[src/rtl/uart_rx_pkg.sv]
// Shared types and sizing helpers for the IF_RX command receiver.
// Holds the bit-FSM state enum, default parameters and width helpers.
`timescale 1ns/1ps
package uart_rx_pkg;

   localparam int DEF_CLKS_PER_BIT = 434;
   localparam int DEF_TIMEOUT_BITS = 20;

   typedef enum logic [2:0] {
      IDLE,
      START,
      DATA,
      STOP,
      BREAK
   } rx_state_t;

   // Sampling point of the start bit, in clocks.
   function automatic int half_bit(input int cpb);
      return cpb / 2;
   endfunction

   // Idle clocks after which a partial word is dropped.
   function automatic int timeout_clks(input int cpb, input int bits);
      return cpb * bits;
   endfunction

   // Bits needed to count 0 .. n-1.
   function automatic int cnt_width(input int n);
      return (n <= 2) ? 1 : $clog2(n);
   endfunction

endpackage

[src/rtl/uart_rx_cmd_byte.sv]
// 8N1 byte receiver: 2-FF synchroniser, bit FSM and byte outputs.
// Ports: clk, rst_n, uart_rxd in; rx_data, rx_valid, frame_err, busy out.
`timescale 1ns/1ps
module uart_rx_byte
   import uart_rx_pkg::*;
#(
   parameter int CLKS_PER_BIT = DEF_CLKS_PER_BIT
) (
   input  logic       clk,
   input  logic       rst_n,
   input  logic       uart_rxd,
   output logic [7:0] rx_data,
   output logic       rx_valid,
   output logic       frame_err,
   output logic       busy
);

   localparam int CW = cnt_width(CLKS_PER_BIT);
   localparam logic [CW-1:0] CNT_LAST = CW'(CLKS_PER_BIT - 1);
   localparam logic [CW-1:0] CNT_HALF = CW'(half_bit(CLKS_PER_BIT) - 1);

   logic rxd_m;
   logic rxd_s;

   rx_state_t     state_q, state_d;
   logic [CW-1:0] cnt_q, cnt_d;
   logic [2:0]    bit_q, bit_d;
   logic [7:0]    sh_q, sh_d;
   logic [7:0]    data_d;
   logic          valid_d;
   logic          ferr_d;

   // Idle line is high, so the synchroniser resets to 1.
   always_ff @(posedge clk or negedge rst_n) begin
      if (!rst_n) begin
         rxd_m <= 1'b1;
         rxd_s <= 1'b1;
      end else begin
         rxd_m <= uart_rxd;
         rxd_s <= rxd_m;
      end
   end

   always_ff @(posedge clk or negedge rst_n) begin
      if (!rst_n) begin
         state_q   <= IDLE;
         cnt_q     <= '0;
         bit_q     <= '0;
         sh_q      <= '0;
         rx_data   <= '0;
         rx_valid  <= 1'b0;
         frame_err <= 1'b0;
      end else begin
         state_q   <= state_d;
         cnt_q     <= cnt_d;
         bit_q     <= bit_d;
         sh_q      <= sh_d;
         rx_data   <= data_d;
         rx_valid  <= valid_d;
         frame_err <= ferr_d;
      end
   end

   always_comb begin
      state_d = state_q;
      cnt_d   = cnt_q + 1'b1;
      bit_d   = bit_q;
      sh_d    = sh_q;
      data_d  = rx_data;
      valid_d = 1'b0;
      ferr_d  = 1'b0;
      unique case (state_q)
         IDLE: begin
            cnt_d = '0;
            if (!rxd_s) state_d = START;
         end
         START: begin
            if (cnt_q == CNT_HALF) begin
               cnt_d   = '0;
               bit_d   = '0;
               // A start bit gone high by mid-bit is a glitch.
               state_d = rxd_s ? IDLE : DATA;
            end
         end
         DATA: begin
            if (cnt_q == CNT_LAST) begin
               cnt_d = '0;
               sh_d  = {rxd_s, sh_q[7:1]};
               bit_d = bit_q + 3'd1;
               if (bit_q == 3'd7) state_d = STOP;
            end
         end
         STOP: begin
            if (cnt_q == CNT_LAST) begin
               cnt_d = '0;
               if (rxd_s) begin
                  data_d  = sh_q;
                  valid_d = 1'b1;
                  state_d = IDLE;
               end else begin
                  ferr_d  = 1'b1;
                  state_d = BREAK;
               end
            end
         end
         BREAK: begin
            // Hold here until the line recovers: one error per break.
            cnt_d = '0;
            if (rxd_s) state_d = IDLE;
         end
         default: state_d = IDLE;
      endcase
   end

   assign busy = (state_q != IDLE);

endmodule

[src/rtl/uart_rx_cmd.sv]
// IF_RX command receiver: bytes assembled MSB first into 32-bit words.
// Ports: clk, rst_n, uart_rxd in; byte outputs, word_data/valid, busy.
`timescale 1ns/1ps
module uart_rx_cmd
   import uart_rx_pkg::*;
#(
   parameter int CLKS_PER_BIT = DEF_CLKS_PER_BIT,
   parameter int TIMEOUT_BITS = DEF_TIMEOUT_BITS
) (
   input  logic        clk,
   input  logic        rst_n,
   input  logic        uart_rxd,
   output logic [7:0]  rx_data,
   output logic        rx_valid,
   output logic        frame_err,
   output logic [31:0] word_data,
   output logic        word_valid,
   output logic        busy
);

   localparam int TO_CLKS = timeout_clks(CLKS_PER_BIT, TIMEOUT_BITS);
   localparam int TW = $clog2(TO_CLKS + 1);
   localparam logic [TW-1:0] TO_LAST = TW'(TO_CLKS);

   logic [23:0]   sr;
   logic [1:0]    byte_cnt;
   logic [TW-1:0] to_cnt;

   uart_rx_byte #(
      .CLKS_PER_BIT(CLKS_PER_BIT)
   ) u_byte (
      .clk      (clk),
      .rst_n    (rst_n),
      .uart_rxd (uart_rxd),
      .rx_data  (rx_data),
      .rx_valid (rx_valid),
      .frame_err(frame_err),
      .busy     (busy)
   );

   // rx_valid outranks both frame_err and the timeout limit.
   always_ff @(posedge clk or negedge rst_n) begin
      if (!rst_n) begin
         sr         <= '0;
         byte_cnt   <= '0;
         to_cnt     <= '0;
         word_data  <= '0;
         word_valid <= 1'b0;
      end else begin
         word_valid <= 1'b0;
         if (rx_valid) begin
            sr       <= {sr[15:0], rx_data};
            to_cnt   <= '0;
            byte_cnt <= byte_cnt + 2'd1;
            if (byte_cnt == 2'd3) begin
               word_data  <= {sr, rx_data};
               word_valid <= 1'b1;
            end
         end else if (frame_err) begin
            byte_cnt <= '0;
            to_cnt   <= '0;
         end else if (byte_cnt == 2'd0) begin
            to_cnt <= '0;
         end else if (to_cnt == TO_LAST) begin
            byte_cnt <= '0;
            to_cnt   <= '0;
         end else begin
            to_cnt <= to_cnt + 1'b1;
         end
      end
   end

endmodule

[config.mk]
export PLATFORM = sky130hd
export DESIGN_NAME = uart_rx_cmd
export DESIGN_NICKNAME = d
export VERILOG_FILES = /design/src/rtl/uart_rx_pkg.sv /design/src/rtl/uart_rx_cmd_byte.sv /design/src/rtl/uart_rx_cmd.sv
export SDC_FILE = /design/constraint.sdc
export NUM_CORES = 1
export LEC_CHECK = 0
export CORE_MARGIN = 2
export CORE_UTILIZATION = 35
export CTS_BUF_LIST = sky130_fd_sc_hd__clkbuf_8
export CTS_CLUSTER_DIAMETER = 120
export DETAILED_ROUTE_END_ITERATION = 8
export SETUP_SLACK_MARGIN = 0.5
export SYNTH_ARGS = -nofsm -noshare
export SYNTH_HDL_FRONTEND = slang
export SYNTH_HIERARCHICAL = 1
export SYNTH_SLANG_ARGS = --single-unit
[constraint.sdc]
create_clock -name clk -period 1.86 [get_ports clk]
set_clock_uncertainty 0.1 [all_clocks]
set_input_delay 0.558 -clock clk [delete_from_list [all_inputs] [get_ports clk]]
set_output_delay 0.558 -clock clk [all_outputs]
set_load 0.005 [all_outputs]
# Yosys cells after proc, flatten, opt, wreduce, memory -nomap -nowiden
# Cells that the tools add are included.
classes:
  reduce_logical: 13
  multipliers: 0
  n_div: 0
  bitwise_logic: 0
  order_cmp: 0
  shifts: 0
  muxes: 31
  eq_ne: 16
  addsub: 4
op_table:
  columns: ["operator", "n"]
  rows:
  - ["2-to-1 mux 14 bit", 4]
  - ["2-to-1 mux 3 bit", 9]
  - ["one-hot mux 9 bit (3 select lines)", 1]
  - ["2-to-1 mux 9 bit", 2]
  - ["one-hot mux 3 bit (5 select lines)", 1]
  - ["adder 14 x 1 -> 14 bit (second input constant)", 1]
  - ["== test 14 bit (second input constant)", 1]
  - ["2-to-1 mux 2 bit", 5]
  - ["inequality test 2 x 1 -> 1 bit (second input constant)", 5]
  - ["adder 9 x 1 -> 9 bit (second input constant)", 1]
  - ["== test 9 x 8 -> 1 bit (second input constant)", 1]
  - ["== test 9 bit (second input constant)", 1]
  - ["2-to-1 mux 1 bit", 8]
  - ["== test 3 x 2 -> 1 bit (second input constant)", 2]
  - ["== test 3 bit (second input constant)", 2]
  - ["one-hot mux 3 bit (2 select lines)", 1]
  - ["AND reduction 2 bit", 3]
  - ["AND reduction 3 bit", 2]
  - ["AND reduction 6 bit", 1]
  - ["nonzero test 3 bit", 2]
  - ["OR reduction 2 bit", 2]
  - ["adder 3 x 1 -> 3 bit (second input constant)", 1]
  - ["== test 3 x 1 -> 1 bit (second input constant)", 1]
  - ["zero test 3 bit", 1]
  - ["other kinds (6)", 6]
totals:
  latchBits: 0
  ff_bits: 108
  output_inout_bits: 44
  romBits: 0
  memories: 0
  ramBits: 0
  in_bits: 3
  elab_cells: 78

# Depth between registers and ports, before layout
depth:
  depth_word: 5
  mapped_depth: 6
  ltp_nobuf: 5

# Hierarchy
# The synthesis kept the hierarchy.
modules_own_cells:
  columns: ["module", "cells_per_inst", "seq_area_each_um2", "area_per_inst_um2", "n_inst"]
  rows:
  - ["uart_rx_cmd", 205, 1826.8, 2934.1, 1]
  - ["uart_rx_byte", 136, 878.3, 1679.1, 1]

# Worst setup path after synthesis
# No wires, ideal clock.
synth_timing:
  path_type: "register to register"
  start: "reg u_byte.cnt_q[0]"
  end: "reg u_byte.state_q[0]"
  t_required_ps: 1594
  period_less_slack_ps: 1977
  setup_ps: 166
  arrival_time_ps: 1711
  path_stages_with_launch: 6
  n_path_buf: 0
  slack_ps: -117
  path_cell_list: "dfrtp_1 > inv_1 > ha_1 > or3b_2 > o311ai_2 > a41oi_1"
synth_via:
  elab_chain_len: 3
  word_cells_on_any_way: 6
  cone_classes: "eq/ne: 5; reduce/logical: 1"
synth_lines:
  columns: ["element", "line", "source"]
  rows:
  - ["start: declaration", "uart_rx_cmd_byte.sv:26", "logic [CW-1:0] cnt_q, cnt_d;"]
  - ["start signal: assignment", "uart_rx_cmd_byte.sv:55", "cnt_q <= cnt_d;"]
  - ["== test 9 bit / == test 9 x 8 -> 1 bit (equally long branches)", "uart_rx_cmd_byte.sv:86, uart_rx_cmd_byte.sv:94, uart_rx_cmd_byte.sv:78", null]
  - ["inequality test 2 x 1 -> 1 bit (no line)", null, null]
  - ["AND reduction 6 bit (no line) (*)", null, null]
  - ["end signal: assignment", "uart_rx_cmd_byte.sv:54", "state_q <= state_d;"]
  - ["end: declaration", "uart_rx_cmd_byte.sv:25", "rx_state_t state_q, state_d;"]
# Every way passes the cells marked *; elsewhere a longest branch is shown, timed or not.
# A chain may end at the register's enable or synchronous reset.

# Worst setup path in the final report
layout_timing:
  start: "reg u_byte.state_q[1]"
  end: "out busy"
layout_via:
  elab_chain_len: 1
layout_lines:
  columns: ["element", "line", "source"]
  rows:
  - ["nonzero test 3 bit", "uart_rx_cmd_byte.sv:115", "assign busy = (state_q != IDLE);"]
  - ["end: declaration", "uart_rx_cmd.sv:18", "output logic busy"]
# Every way passes these cells.

==> flow_summary.toml <==
[outcome]
outcome = "finished with violations"
violations = "setup timing"

[placed_design]
place_ws_ns = 0.0233
placed_cells = 573
io_buffers = 46
dpl_cell_area_um2 = 5540
dp_hpwl_um = 6060
gp_congestion = 0.740

[synthesis]
synth_compound_area_share_pct = 4.48
synth_top_family_by_area = "multiplexers"
yosysTopAreaCell = "dfrtp_1"
synth_nets = 353
synthCells = 341
synth-edff-count = 0
synthArstFlopShare_pct = 100
synth.top_cells.by_area = "dfrtp_1 (57%), mux2_2 (18%), xor2_1 (2.5%), ha_1 (2.4%), nand4_1 (1.5%)"
synth_xor_area_share_pct = 2.85
yosysSeqAreaShare_pct = 58.6
ys_types = 51
synth_mux_area_share_pct = 18.0
syn_area_um2 = 4610
synth.most_common_cell = "dfrtp_1"
synth-simple-area-share_pct = 10.8
yosys_warnings = 6
ys_ff_latch = 108
synth.avg_cell_area_um2 = 13.5
synth_fa_ha_area_share_pct = 2.44
ys_top_cells_by_count = "dfrtp_1 (106), mux2_2 (72), nor2_1 (16)"
dominantRegCellSynth = "dfrtp_1"
yosys.area.top_type_share_pct = 57.5

[global_route]
grt_use_met1_pct = 20.9
grt_max_degree = 75
met2_usage_pct = 26.7
grt_pass1_vias = 3346
gr-usage-all-layers_pct = 16.0
grt_antenna_before_repair = 0
grt_pass1_wl_um = 17800
grt_remaining_overflow = 0
top_usage_layer = "met2"
grt_util_met3_pct = 3.38

[pwr]
switchingPower_uw = 896
power.density_nw_per_um2 = 578
pwr-share-comb_pct = 1.5
p_clk_share_pct = 38.1
seqPwrFrac_pct = 60.4
power.leakage_nw = 3.37
p_int_mw = 3.00
switching_share_pct = 23.0
max-vdd-ir-drop_mv = 0.420
finalPower_mw = 3.90

[layout]
area_growth_pct = 46.1
finalNonFillerCells = 655
nNetsFinal = 490
final_area_um2 = 6740
num_antenna_cells = 0
fin_util_pct = 53.0
drive_above_1_share_pct = 58.6
nFillCells = 1115

[clock_network]
cts_tree = "yes"
clk_path_buf_depth = 2
cts_made_buffers = 9
clk_latency_ns = 0.38
root_buffer = "clkbuf_8"
clkSinkCount = 108
ctsHoldBuffers = 0
clkTransAtPathRegs_ns = 0.11
cts_htree_levels = 3

[floorplan]
die-area_um2 = 14100
die_width_um = 119
initial_utilization_pct = 36.3
core_um2 = 12700
die_h_um = 119
num_rows = 41
boundaryPins = 47

[route]
drt_iter0_markers = 155
routedWlPerCell_um = 16.7
drc_errors = 0
vias = 3226
dr.pass1.iters = 4
drt-total-wl_um = 11000
ant_nets = 0
vias_per_cell = 4.93

[setup_path]
slowest_delay_ns = 0.38
critPathCaptureType = "primary output"
cp-start-kind = "flop"
slowest_stage = "dfrtp_1"
setup.worst_path.start = "u_byte/state_q[1]$_DFFE_PN0P_"
crit_chain = "or3_1 > buf_2"
critPathBufInv = 1
r2r_start = "u_byte/cnt_q[0]$_DFF_PN0_"
crit_type = "flop to primary output"
critical_path.max_fanout = 2
crit_family = "flip-flops"
critPathArrivalTime_ns = 1.24
worstPathRequired_ns = 1.20

[min_path]
worstHoldPathType = "input port to async pin"

[timing]
fin_setup_tns_ns = -0.0352
fmax_mhz = 528
rsz0062_at_grt = "true"
timing.final.max_slew_violations = 0
slew_headroom_pct = 69.9
post-route-min-period_ns = 1.90
worst_pin_slew_ns = 0.446
setup_viol = 1
fin_crit_sh_pct = 102
holdWs_ns = 0.0562
hold_viol = 0
finalWorstSetupSlack_ns = -0.0352

[job]
drv_cap = 0
-- cell families after synthesis --
group                      after synthesis
xor gates and xnor gates                15
buffers and inverters                   29
adders and majority gates                9
AOI/OAI and AO/OA                       28
DFF                                    108
and+or+nand+nor                         78
muxes                                   74
-- placed cells by master (no fill, tap or decap), types with 3 or more instances in the layout --
cell / count
a31oi_1: 4
a32oi_1: 3
buf_12: 9
buf_2: 43
buf_4: 60
buf_6: 22
clkbuf_8: 9
dfrtp_1: 100
dfrtp_2: 6
ha_1: 5
ha_4: 3
inv_1: 13
mux2_4: 72
nand2_1: 8
nand3_1: 8
nand4_1: 11
nor2_2: 8
nor2_4: 6
o21ai_0: 5
or3_1: 6
xor2_1: 12
-- state kept, by name, indices dropped and copies added (netlist names), 2 cells and up --
name,flops
word_data,32
sr,24
to_cnt,14
u_byte/cnt_q,9
u_byte/rx_data,8
u_byte/sh_q,8
u_byte/bit_q,3
u_byte/state_q,3
byte_cnt,2
-- cell type report --
| cell class | count | area (µm²) | share of cell area, % |
|---|---|---|---|
| flip-flops and latches | 108 | 2710 | 40.2 |
| multi-input cells | 205 | 2340 | 34.7 |
| repair buffers | 140 | 1220 | 18.2 |
| well taps | 172 | 215 | 3.19 |
| clock buffers | 9 | 124 | 1.84 |
| clock inverters | 7 | 75.1 | 1.11 |
| inverters | 14 | 52.6 | 0.780 |
-- routing by layer --
layer	part of all wire, %	vias to the layer above
met5	0	-
met3	2.8	12
met2	51	41
li1	-	1503
met1	45	1670
met4	1.2	0
-- final timing paths --
| check | cells after the start | endpoint | slack (ns) |
|---|---|---|---|
| max in group asynchronous | 2 | to_cnt[0]$_DFF_PN0_ | 1.23 |
| min in group clk | 0 | u_byte/rxd_s$_DFF_PN1_ | 0.27 |
| setup / recovery | 2 | busy | -0.04 |
| setup reg to reg | 6 | u_byte/state_q[0]$_DFFE_PN0P_ | 0.05 |
| hold / removal | 2 | u_byte/rx_data[5]$_DFFE_PN0P_ | 0.06 |
| hold reg to reg | 0 | u_byte/rxd_s$_DFF_PN1_ | 0.27 |
-- repair_timing --
action                                  CTS  global route
pin swaps                                24             8
endpoints found under the setup margin  139           148
gates resized for setup                 309            27
gates cloned                              6             2
setup buffers                            35            23
-- power groups by stage --
| stage | Combinational, mW | Clock [mW] | Sequential [mW] |
|---|---|---|---|
| finish | 0.0599 | 1.48 | 2.35 |
| global route | 0.0710 | 1.61 | 2.35 |
| CTS | 0.0638 | 1.52 | 2.35 |
| detailed placement | 0.0607 | 0 | 2.40 |
| global placement | 0.0596 | 0 | 2.40 |
| floorplan | 0.00178 | 0 | 2.40 |
No activity file was read; power rests on OpenSTA's default activity.
